File: config.mk
export PLATFORM = sky130hd
export DESIGN_NAME = game_datapath_n_flat
export DESIGN_NICKNAME = d
export VERILOG_FILES = /design/src/rtl/game_pkg.sv /design/src/rtl/game_datapath_n_if.sv /design/src/rtl/game_tick_gen.sv /design/src/rtl/game_datapath_n.sv /design/src/flat_wrapper.sv
export SDC_FILE = /design/constraint.sdc
export NUM_CORES = 1
export LEC_CHECK = 0
export ABC_AREA = 1
export BUFFER_PORTS_ARGS = -buffer_cell sky130_fd_sc_hd__buf_2
export CAP_MARGIN = 20
export CORE_ASPECT_RATIO = 1.2
export CORE_MARGIN = 2
export CORE_UTILIZATION = 59
export DETAILED_ROUTE_END_ITERATION = 7
export GPL_TIMING_DRIVEN = 1
export PLACE_DENSITY = 0.79
export SLEW_MARGIN = 10
export SYNTH_ARGS = -nofsm -noshare
export SYNTH_HDL_FRONTEND = slang
export SYNTH_SLANG_ARGS = --single-unit
File: constraint.sdc
create_clock -name CLOCK_50 -period 2.8 [get_ports CLOCK_50]
set_clock_uncertainty 0.2 [all_clocks]
set_input_delay 0.14 -clock CLOCK_50 [delete_from_list [all_inputs] [get_ports CLOCK_50]]
set_output_delay 0.14 -clock CLOCK_50 [all_outputs]
set_load 0.005 [all_outputs]
File: src/rtl/game_pkg.sv
// Shared types and defaults for the game datapath slice.
package game_pkg;

    typedef enum logic [1:0] {
        LOBBY = 2'd0,
        PLAY  = 2'd1,
        OVER  = 2'd2
    } state_t;

    localparam int unsigned ADDR_NONE   = 0;
    localparam int unsigned DEF_ADDR_W  = 3;
    localparam int unsigned DEF_SCORE_W = 11;
    localparam int unsigned TIME_W      = 7;

endpackage

File: src/rtl/game_datapath_n_if.sv
// Sensor/screen inputs and scoring/audio outputs of the game datapath.
interface game_datapath_n_if
    import game_pkg::*;
#(
    parameter int unsigned ADDR_W  = DEF_ADDR_W,
    parameter int unsigned SCORE_W = DEF_SCORE_W
) ();

    logic                start_game;
    logic [ADDR_W-1:0]   sensor_addr;
    logic [ADDR_W-1:0]   target_addr;
    logic [SCORE_W-1:0]  score;
    logic [SCORE_W-1:0]  misses;
    logic [TIME_W-1:0]   time_left;
    logic                hit_pulse;
    logic                miss_pulse;
    logic                play_sound;
    logic                lobby_sound;
    logic                game_over;
    logic [1:0]          state;

    modport slave (
        input  start_game, sensor_addr, target_addr,
        output score, misses, time_left, hit_pulse, miss_pulse,
               play_sound, lobby_sound, game_over, state
    );

    modport master (
        output start_game, sensor_addr, target_addr,
        input  score, misses, time_left, hit_pulse, miss_pulse,
               play_sound, lobby_sound, game_over, state
    );

endinterface

File: src/rtl/game_tick_gen.sv
// Prescaler: one-cycle tick every CLK_HZ enabled cycles; clear restarts the count.
module game_tick_gen #(
    parameter int unsigned CLK_HZ = 50_000_000
) (
    input  logic clk,
    input  logic resetn,
    input  logic clear,
    input  logic enable,
    output logic tick
);

    localparam int unsigned CW   = (CLK_HZ > 1) ? $clog2(CLK_HZ) : 1;
    localparam logic [CW-1:0] LAST = CW'(CLK_HZ - 1);

    logic [CW-1:0] cnt_q;

    assign tick = enable && !clear && (cnt_q == LAST);

    always_ff @(posedge clk) begin
        if (!resetn || clear) begin
            cnt_q <= '0;
        end else if (enable) begin
            cnt_q <= tick ? '0 : cnt_q + 1'b1;
        end
    end

endmodule

File: src/rtl/game_datapath_n.sv
// Strike detection, scoring, countdown and sound requests for the multi-box game.
// Optional MISS_PENALTY_EN: each miss also takes one point off the score (floor 0).
module game_datapath_n
    import game_pkg::*;
#(
    parameter int unsigned NUM_BOXES    = 6,
    parameter int unsigned ADDR_W       = DEF_ADDR_W,
    parameter int unsigned SCORE_W      = DEF_SCORE_W,
    parameter int unsigned GAME_SECONDS = 60,
    parameter int unsigned CLK_HZ       = 50_000_000,
    parameter int unsigned SYNC_STAGES  = 2,
    parameter int unsigned SOUND_CYCLES = 5_000_000
) (
    input  logic              CLOCK_50,
    input  logic              resetn,
    game_datapath_n_if.slave  bus
);

    localparam logic [ADDR_W-1:0] NONE     = ADDR_W'(ADDR_NONE);
    localparam logic [ADDR_W-1:0] MAX_ADDR = ADDR_W'(NUM_BOXES);
    localparam logic [TIME_W-1:0] T_INIT   = TIME_W'(GAME_SECONDS);

    state_t cur_state, nxt_state;

    logic [SYNC_STAGES-1:0][ADDR_W-1:0] sync_q;
    logic [ADDR_W-1:0]  prev_q, synced, tgt_prev_q;
    logic [SCORE_W-1:0] score_q, misses_q;
    logic [TIME_W-1:0]  time_q;
    logic hit_q, miss_q, play_q, lock_q, start_prev_q;
    logic tick_sec, tick_snd;
    logic strike, tgt_valid, on_target, final_tick, active, locked;
    logic hit_ev, miss_ev, launch, start_rise;

    assign synced     = sync_q[SYNC_STAGES-1];
    assign strike     = (synced != NONE) && (synced != prev_q) && (synced <= MAX_ADDR);
    assign tgt_valid  = (bus.target_addr != NONE) && (bus.target_addr <= MAX_ADDR);
    assign on_target  = tgt_valid && (synced == bus.target_addr);
    // The final tick wins over any strike resolving on the same edge.
    assign final_tick = (cur_state == PLAY) && tick_sec && (time_q == TIME_W'(1));
    assign active     = (cur_state == PLAY) && !final_tick;
    assign locked     = lock_q && (bus.target_addr == tgt_prev_q);
    assign hit_ev     = active && strike && on_target && !locked;
    assign miss_ev    = active && strike && !on_target;
    assign launch     = (cur_state == LOBBY) && bus.start_game;
    assign start_rise = bus.start_game && !start_prev_q;

    always_ff @(posedge CLOCK_50) begin
        if (!resetn) begin
            sync_q <= '0;
            prev_q <= '0;
        end else begin
            sync_q <= {sync_q[SYNC_STAGES-2:0], bus.sensor_addr};
            prev_q <= synced;
        end
    end

    always_ff @(posedge CLOCK_50) begin
        if (!resetn) cur_state <= LOBBY;
        else         cur_state <= nxt_state;
    end

    always_comb begin
        nxt_state       = cur_state;
        bus.lobby_sound = 1'b0;
        bus.game_over   = 1'b0;
        case (cur_state)
            LOBBY: begin
                bus.lobby_sound = 1'b1;
                if (bus.start_game) nxt_state = PLAY;
            end
            PLAY: begin
                if (final_tick) nxt_state = OVER;
            end
            OVER: begin
                bus.game_over = 1'b1;
                if (start_rise) nxt_state = LOBBY;
            end
            default: nxt_state = LOBBY;
        endcase
    end

    always_ff @(posedge CLOCK_50) begin
        if (!resetn) begin
            score_q      <= '0;
            misses_q     <= '0;
            time_q       <= T_INIT;
            hit_q        <= 1'b0;
            miss_q       <= 1'b0;
            play_q       <= 1'b0;
            lock_q       <= 1'b0;
            tgt_prev_q   <= '0;
            start_prev_q <= 1'b0;
        end else begin
            hit_q        <= hit_ev;
            miss_q       <= miss_ev;
            tgt_prev_q   <= bus.target_addr;
            start_prev_q <= bus.start_game;

            if (launch) begin
                score_q  <= '0;
                misses_q <= '0;
                time_q   <= T_INIT;
                lock_q   <= 1'b0;
            end else if (cur_state == PLAY) begin
                if (tick_sec) time_q <= time_q - 1'b1;
                if (hit_ev) begin
                    if (score_q != '1) score_q <= score_q + 1'b1;
                    lock_q <= 1'b1;
                end else if (bus.target_addr != tgt_prev_q) begin
                    lock_q <= 1'b0;
                end
                if (miss_ev) begin
                    if (misses_q != '1) misses_q <= misses_q + 1'b1;
`ifdef MISS_PENALTY_EN
                    if (score_q != '0) score_q <= score_q - 1'b1;
`endif
                end
            end

            if (nxt_state != PLAY) play_q <= 1'b0;
            else if (hit_ev)       play_q <= 1'b1;
            else if (tick_snd)     play_q <= 1'b0;
        end
    end

    game_tick_gen #(.CLK_HZ(CLK_HZ)) u_sec_tick (
        .clk    (CLOCK_50),
        .resetn (resetn),
        .clear  (cur_state != PLAY),
        .enable (cur_state == PLAY),
        .tick   (tick_sec)
    );

    game_tick_gen #(.CLK_HZ(SOUND_CYCLES)) u_snd_tick (
        .clk    (CLOCK_50),
        .resetn (resetn),
        .clear  (hit_ev || !play_q),
        .enable (play_q),
        .tick   (tick_snd)
    );

    assign bus.score      = score_q;
    assign bus.misses     = misses_q;
    assign bus.time_left  = time_q;
    assign bus.hit_pulse  = hit_q;
    assign bus.miss_pulse = miss_q;
    assign bus.play_sound = play_q;
    assign bus.state      = cur_state;

endmodule
File: src/flat_wrapper.sv
// flat-port wrapper written by rule: the top's interface ports become plain ports
module game_datapath_n_flat import game_pkg::*;
#(
    parameter int unsigned NUM_BOXES    = 6,
    parameter int unsigned ADDR_W       = DEF_ADDR_W,
    parameter int unsigned SCORE_W      = DEF_SCORE_W,
    parameter int unsigned GAME_SECONDS = 60,
    parameter int unsigned CLK_HZ       = 50_000_000,
    parameter int unsigned SYNC_STAGES  = 2,
    parameter int unsigned SOUND_CYCLES = 5_000_000
)
  (CLOCK_50, resetn, bus_start_game, bus_sensor_addr, bus_target_addr, bus_score, bus_misses, bus_time_left, bus_hit_pulse, bus_miss_pulse, bus_play_sound, bus_lobby_sound, bus_game_over, bus_state);
  game_datapath_n_if #(.ADDR_W(ADDR_W), .SCORE_W(SCORE_W)) bus_i ();
  input  logic CLOCK_50;
  input  logic resetn;
  input wire logic [$bits(bus_i.start_game)-1:0] bus_start_game;
  input wire logic [$bits(bus_i.sensor_addr)-1:0] bus_sensor_addr;
  input wire logic [$bits(bus_i.target_addr)-1:0] bus_target_addr;
  output wire logic [$bits(bus_i.score)-1:0] bus_score;
  output wire logic [$bits(bus_i.misses)-1:0] bus_misses;
  output wire logic [$bits(bus_i.time_left)-1:0] bus_time_left;
  output wire logic [$bits(bus_i.hit_pulse)-1:0] bus_hit_pulse;
  output wire logic [$bits(bus_i.miss_pulse)-1:0] bus_miss_pulse;
  output wire logic [$bits(bus_i.play_sound)-1:0] bus_play_sound;
  output wire logic [$bits(bus_i.lobby_sound)-1:0] bus_lobby_sound;
  output wire logic [$bits(bus_i.game_over)-1:0] bus_game_over;
  output wire logic [$bits(bus_i.state)-1:0] bus_state;
  assign bus_i.start_game = bus_start_game;
  assign bus_i.sensor_addr = bus_sensor_addr;
  assign bus_i.target_addr = bus_target_addr;
  assign bus_score = bus_i.score;
  assign bus_misses = bus_i.misses;
  assign bus_time_left = bus_i.time_left;
  assign bus_hit_pulse = bus_i.hit_pulse;
  assign bus_miss_pulse = bus_i.miss_pulse;
  assign bus_play_sound = bus_i.play_sound;
  assign bus_lobby_sound = bus_i.lobby_sound;
  assign bus_game_over = bus_i.game_over;
  assign bus_state = bus_i.state;
  game_datapath_n #(.NUM_BOXES(NUM_BOXES), .ADDR_W(ADDR_W), .SCORE_W(SCORE_W), .GAME_SECONDS(GAME_SECONDS), .CLK_HZ(CLK_HZ), .SYNC_STAGES(SYNC_STAGES), .SOUND_CYCLES(SOUND_CYCLES)) u_core (.CLOCK_50(CLOCK_50), .resetn(resetn), .bus(bus_i));
endmodule
Word level (Yosys, flattened, before mapping)
Cells that the tools add are included.
{"block": "op_classes", "n_mux": 12, "eq_ne": 13, "add_sub_neg": 5, "n_reduce_logical": 40, "order_cmp": 2, "bitwise_logic": 1}
{"cell": "$add A26 B1 Y26 const B", "count": 1}
{"cell": "$eq A26 B26 Y1 const B", "count": 1}
{"cell": "$mux W26", "count": 1}
{"cell": "$add A23 B1 Y23 const B", "count": 1}
{"cell": "$eq A23 B23 Y1 const B", "count": 1}
{"cell": "$mux W23", "count": 1}
{"cell": "$add A11 B1 Y11 const B", "count": 2}
{"cell": "$ne A11 B11 Y1 const B", "count": 2}
{"cell": "$logic_and A1 B1 Y1", "count": 18}
{"cell": "$logic_not A1 Y1", "count": 8}
{"cell": "$eq A7 B1 Y1 const B", "count": 1}
{"cell": "$sub A7 B1 Y7 const B", "count": 1}
{"cell": "$eq A3 B3 Y1", "count": 2}
{"cell": "$le A3 B3 Y1 const B", "count": 2}
{"cell": "$mux W1", "count": 6}
{"cell": "$mux W2", "count": 3}
{"cell": "$ne A3 B3 Y1", "count": 2}
{"cell": "$pmux W2 S3", "count": 1}
{"cell": "$reduce_and A3 Y1", "count": 2}
{"cell": "$reduce_bool A3 Y1", "count": 2}
{"cell": "$ne A2 B1 Y1 const B", "count": 2}
{"cell": "$reduce_and A2 Y1", "count": 2}
{"cell": "$reduce_bool A2 Y1", "count": 2}
{"cell": "$reduce_or A2 Y1", "count": 2}
{"cell": "other kinds (5)", "count": 7}
{"block": "word_totals", "ff_bits": 97, "in_bits": 9, "output_inout_bits": 36}

Depth between registers and ports, before layout
{"block": "depth", "word_depth": 17, "ltp_mapped": 12}

Modules after synthesis
Synthesis repeated with hierarchy kept, for this count alone.
{"block": "hier_totals", "hier_cells": 817, "hier_area_um2": 5337.6}
{"module": "game_datapath_n", "area_per_inst_um2": 2404.8, "cells_each": 342, "instances": 1}
{"module": "game_tick_gen (u_core.u_sec_tick)", "area_per_inst_um2": 1535.2, "cells_each": 250, "instances": 1}
{"module": "game_tick_gen (u_core.u_snd_tick)", "area_per_inst_um2": 1397.6, "cells_each": 225, "instances": 1}

Worst setup path before layout
Ideal clock, no wire load.
{"block": "synth_path", "kind": "register -> register", "from": "register u_core.score_q[0] (netlist: u_core.bus.score[0])", "to": "register u_core.score_q[0] (netlist: u_core.bus.score[0])", "arrival_ns": 1.599, "synth_period_minus_slack_ns": 1.914, "n_path_buf": 1, "setup_slack_ns": 0.886, "setup_time_ns": 0.115, "required_time_ns": 2.485, "path_stages_with_launch": 10, "path_cell_list": "dfxtp_1 > ha_1 > nand3_1 > nor2_1 > nand3_1 > nor3_2 > nand2_1 > buf_2 > a21oi_1 > nor2_1"}
{"block": "synth_between", "elab_chain_cells": 2, "word_cells_on_any_way": 3, "classes_between": "add/sub: 1; eq/ne: 1; reduce/logical: 1"}
{"item": "start: declaration", "line": "game_datapath_n.sv:27", "source": "logic [SCORE_W-1:0] score_q, misses_q;"}
{"item": "start signal: assignment", "line": "game_datapath_n.sv:107", "source": "if (score_q != '1) score_q <= score_q + 1'b1;"}
{"item": "parallel branches: the longest is 2 deep, another holds $add A11 B1 Y11"}
Parallel ways; which one is timed is not known.
A chain may end at the register's enable or synchronous reset.

Worst setup path after layout
{"block": "layout_path", "from": "register u_core.score_q[0] (netlist: u_core.bus.score[0])", "to": "register u_core.score_q[9] (netlist: u_core.bus.score[9])"}
The elaborated chain is that of the path after synthesis.

==> metrics.md <==
| Metric | Value |
|---|---|
| Xor-xnor portion of the synthesized cell area | `under 10%` |
| Yosys reg bits | `97` |
| Number of global-route vias before repair | `4286` |
| Met2 routed WL | `between 5000 and 6000 µm` |
| Largest net degree at the start of global routing | `23` |
| Detailed Route Iter0 Violations | `280` |
| Slew HR | `roughly 64%` |
| Slowest stage cell on the critical path | `dfxtp_1` |
| Worst VDD drop | `~0.00024 V` |
| Worst-margin pin slew | `around 0.54 ns` |
| Clk_lat worst skew | `roughly 0.36 ns` |
| Synth Area in Compound Gates | `7.95%` |
| GP Congestion | `between 0.8 and 0.9` |
| DRT met1 WL | `about 5000 µm` |
| Final slew viol count | `0` |
| Hold Vio Cnt, Final | `0` |
| Drt drc | `0` |
| HPWL Detailed | `a little under 8000 µm` |
| FP Rows | `37` |
| Max Cap Viol | `0` |
| CTS tree | `yes` |
| Most frequent cells in the layout | `158 x nand2_1, 97 x dfxtp_1, 96 x nor2_1, 90 x inv_1, 44 x buf_2` |
| Reg2Reg Setup Slack | `0.42 ns` |
| Chip height | `around 110 µm` |
| # nets final | `778` |
| Initial antenna violation count | `0` |
| Post-CTS resize count | `0` |
| Crit start category | `register` |
| Total Neg Setup Slack | `0 ns` |
| Post-synth EDFFs | `0` |
| Synth Area in Adders | `1.49%` |
| Post-route minimum period | `roughly 2.4 ns` |
| WL per Instance | `between 10 and 15 µm` |
| Ratio of cells with drive above 1 in the final layout | `between 10% and 20%` |
| Seq/Total Area, Yosys | `between 30% and 40%` |
| Global-route wire length before repair | `about 19000 µm` |
| Period utilization | `85.0%` |
| Most common cell after layout, fill and taps aside | `nand2_1` |
| Path depth of the worst reg2reg path | `9` |
| Met3 WL | `roughly 410 µm` |
| Max Buffers Root-to-Sink | `2` |
| CP Max Fanout | `12` |
| Diode count | `0` |
| Setup violations, final | `0` |
| Clock root buffer | `clkbuf_8` |
| Filler instances | `between 700 and 800` |
| Ys Warns | `0` |
| Cell count after synthesis | `between 700 and 800` |
| Placed standard-cell area | `5370 µm²` |
| Crit-path cells | `ha_1 > nand3_1 > nor2_1 > nand3_1 > nor3_2 > nand2_1 > nand2_2 > nand2_1 > a21oi_2` |
| Dpl cells | `854` |
| Detailed-route via count | `4629` |
| Critical path endpoint category | `register` |
| Crit path required time | `~2.9 ns` |
| DRT Pass-1 Iters | `5` |
| RSZ-0062 raised after global routing | `no` |
| Fin cells | `slightly below 900` |
| Leakage | `approximately 2.2 nW` |
| Mux share of post-synthesis cell area | `0%` |
| Die width | `just under 90 µm` |
| Total track usage | `between 20% and 30%` |
| P&R area growth vs syn | `13.1%` |
| Syn Nets | `between 700 and 800` |
| Worst path arrival time | `around 2.5 ns` |
| Final Util | `between 60% and 70%` |
| Starting Density | `59.7%` |
| Post-Synth Simple-Gate Area | `approximately 38%` |
| Cell area after layout | `between 5000 and 6000 µm²` |
| Ys flop type | `dfxtp_1` |
| Slowest Stage Delay on Critical Path | `0.44 ns` |
| Post-DRT Antenna Nets | `0` |
| Final WL | `10800 µm` |
| Max Freq | `about 420 MHz` |
| Worst hold stages | `2` |
| Clk sinks | `slightly below 100` |
| I/O Pins | `45` |
| H-tree Lvls | `3` |
| Hold_ws | `approximately 0.23 ns` |
| CTS Buf Count | `9` |
| Cell area after synthesis | `roughly 5100 µm²` |
| Synth cell types | `44` |
| Max layer used | `met4` |
| Ys async rst share | `0%` |
| IO buf count | `44` |
| GRT overflow | `0` |
| DR vias/cell | `between 5 and 6` |
| Main combinational cell family by area after synthesis | `simple AND/OR/NAND/NOR gates` |
| Clk slew on worst S/H paths | `roughly 0.1 ns` |
| Hold Path Class | `reg2reg` |
| Kind of critical path | `reg2reg` |
| Power per Cell Area | `about 430 nW/µm²` |
| Core Footprint | `about 8500 µm²` |
| Syn Area/Cell | `slightly above 7 µm²` |
| Die area | `approximately 9300 µm²` |
| Status | `complete, no violations` |
## cells by family after synthesis
| kind of cell | Yosys count |
|---|---|
| AND/OR/NAND/NOR | 391 |
| buffers and inverters | 108 |
| flip-flops | 97 |
| AO/OA/AOI/OAI | 66 |
| XOR/XNOR | 33 |
| adder cells (fa/ha/maj) | 6 |
## synthesized netlist by cell type (8+ instances only)
cell,n,share of area (%)
inv_1,90,6.7
xnor2_1,11,1.9
nor2_1,96,7.1
dfxtp_1,97,38
nor3_1,22,2.2
nand2_1,158,12
a21oi_2,11,1.9
nor4_1,8,0.99
o21ai_0,15,1.5
nand3_1,43,4.3
nand3_2,10,2.0
a21oi_1,29,2.9
nand4_1,16,2.0
xor2_1,22,3.8
nor2_2,10,1.2
## path summary, 6_finish.rpt
| path | startpoint | to |
|---|---|---|
| worst max-delay path | u_core.bus.score[0] | u_core.bus.score[9] |
| worst min-delay path | u_core.sync_q[2] | u_core.synced[2] |
| worst max register to register | u_core.bus.score[0] | u_core.bus.score[9] |
| worst min register to register | u_core.sync_q[2] | u_core.synced[2] |
## layer usage
layer / vias up / track usage [%]
met5: - / 0
met3: 20 / 4.86
met4: 0 / 6.71
li1: 2362 / -
met2: 116 / 42.1
met1: 2131 / 30.8
## through the flow
| step | setup slack (ns) | power (mW) |
|---|---|---|
| 2_1_floorplan | 0.886 | 1.50 |
| 3_3_place_gp | 0.578 | 1.53 |
| 3_5_place_dp | 0.440 | 1.53 |
| 4_1_cts | 0.414 | 2.47 |
| 5_1_grt | 0.220 | 2.55 |
| 6_report | 0.420 | 2.45 |
## layout make-up
class,count,area [µm²],share of cell area (%)
flip-flops and latches,97,1940,34.0
inverters,97,369,6.45
clock inverters,6,76.3,1.33
multi-input cells,496,2670,46.6
clock buffers,10,128,2.23
well taps,117,146,2.56
repair buffers,62,393,6.87
## critical path, delay by kind of cell (launching register included)
family                     cells  cell delay (ns)
and+or+nand+nor                7             1.32
DFF                            1             0.44
adders and majority gates      1             0.24
AOI/OAI and AO/OA              1             0.12
## flip-flops by register name, summed over array words and instances (netlist names)
signal,flops
u_core.prev_q,3
u_core.u_sec_tick.cnt_q,26
u_core.bus.misses,11
u_core.bus.time_left,7
u_core.tgt_prev_q,3
u_core.u_snd_tick.cnt_q,23
u_core.bus.miss_pulse,1
u_core.bus.state,2
u_core.sync_q,3
u_core.bus.hit_pulse,1
u_core.start_prev_q,1
u_core.bus.score,11
u_core.bus.play_sound,1
u_core.synced,3
u_core.lock_q,1
## power breakdown
part	switching, mW	internal, mW
Clock	0.503	0.427
Combinational	0.0756	0.0448
Sequential	0.00945	1.39
## what timing repair did
item / CTS / global route
hold buffers: 15 / 0
setup buffers: 0 / 0
hold endpoints to repair: 17 / 0
(Power assumes the default switching activity.)
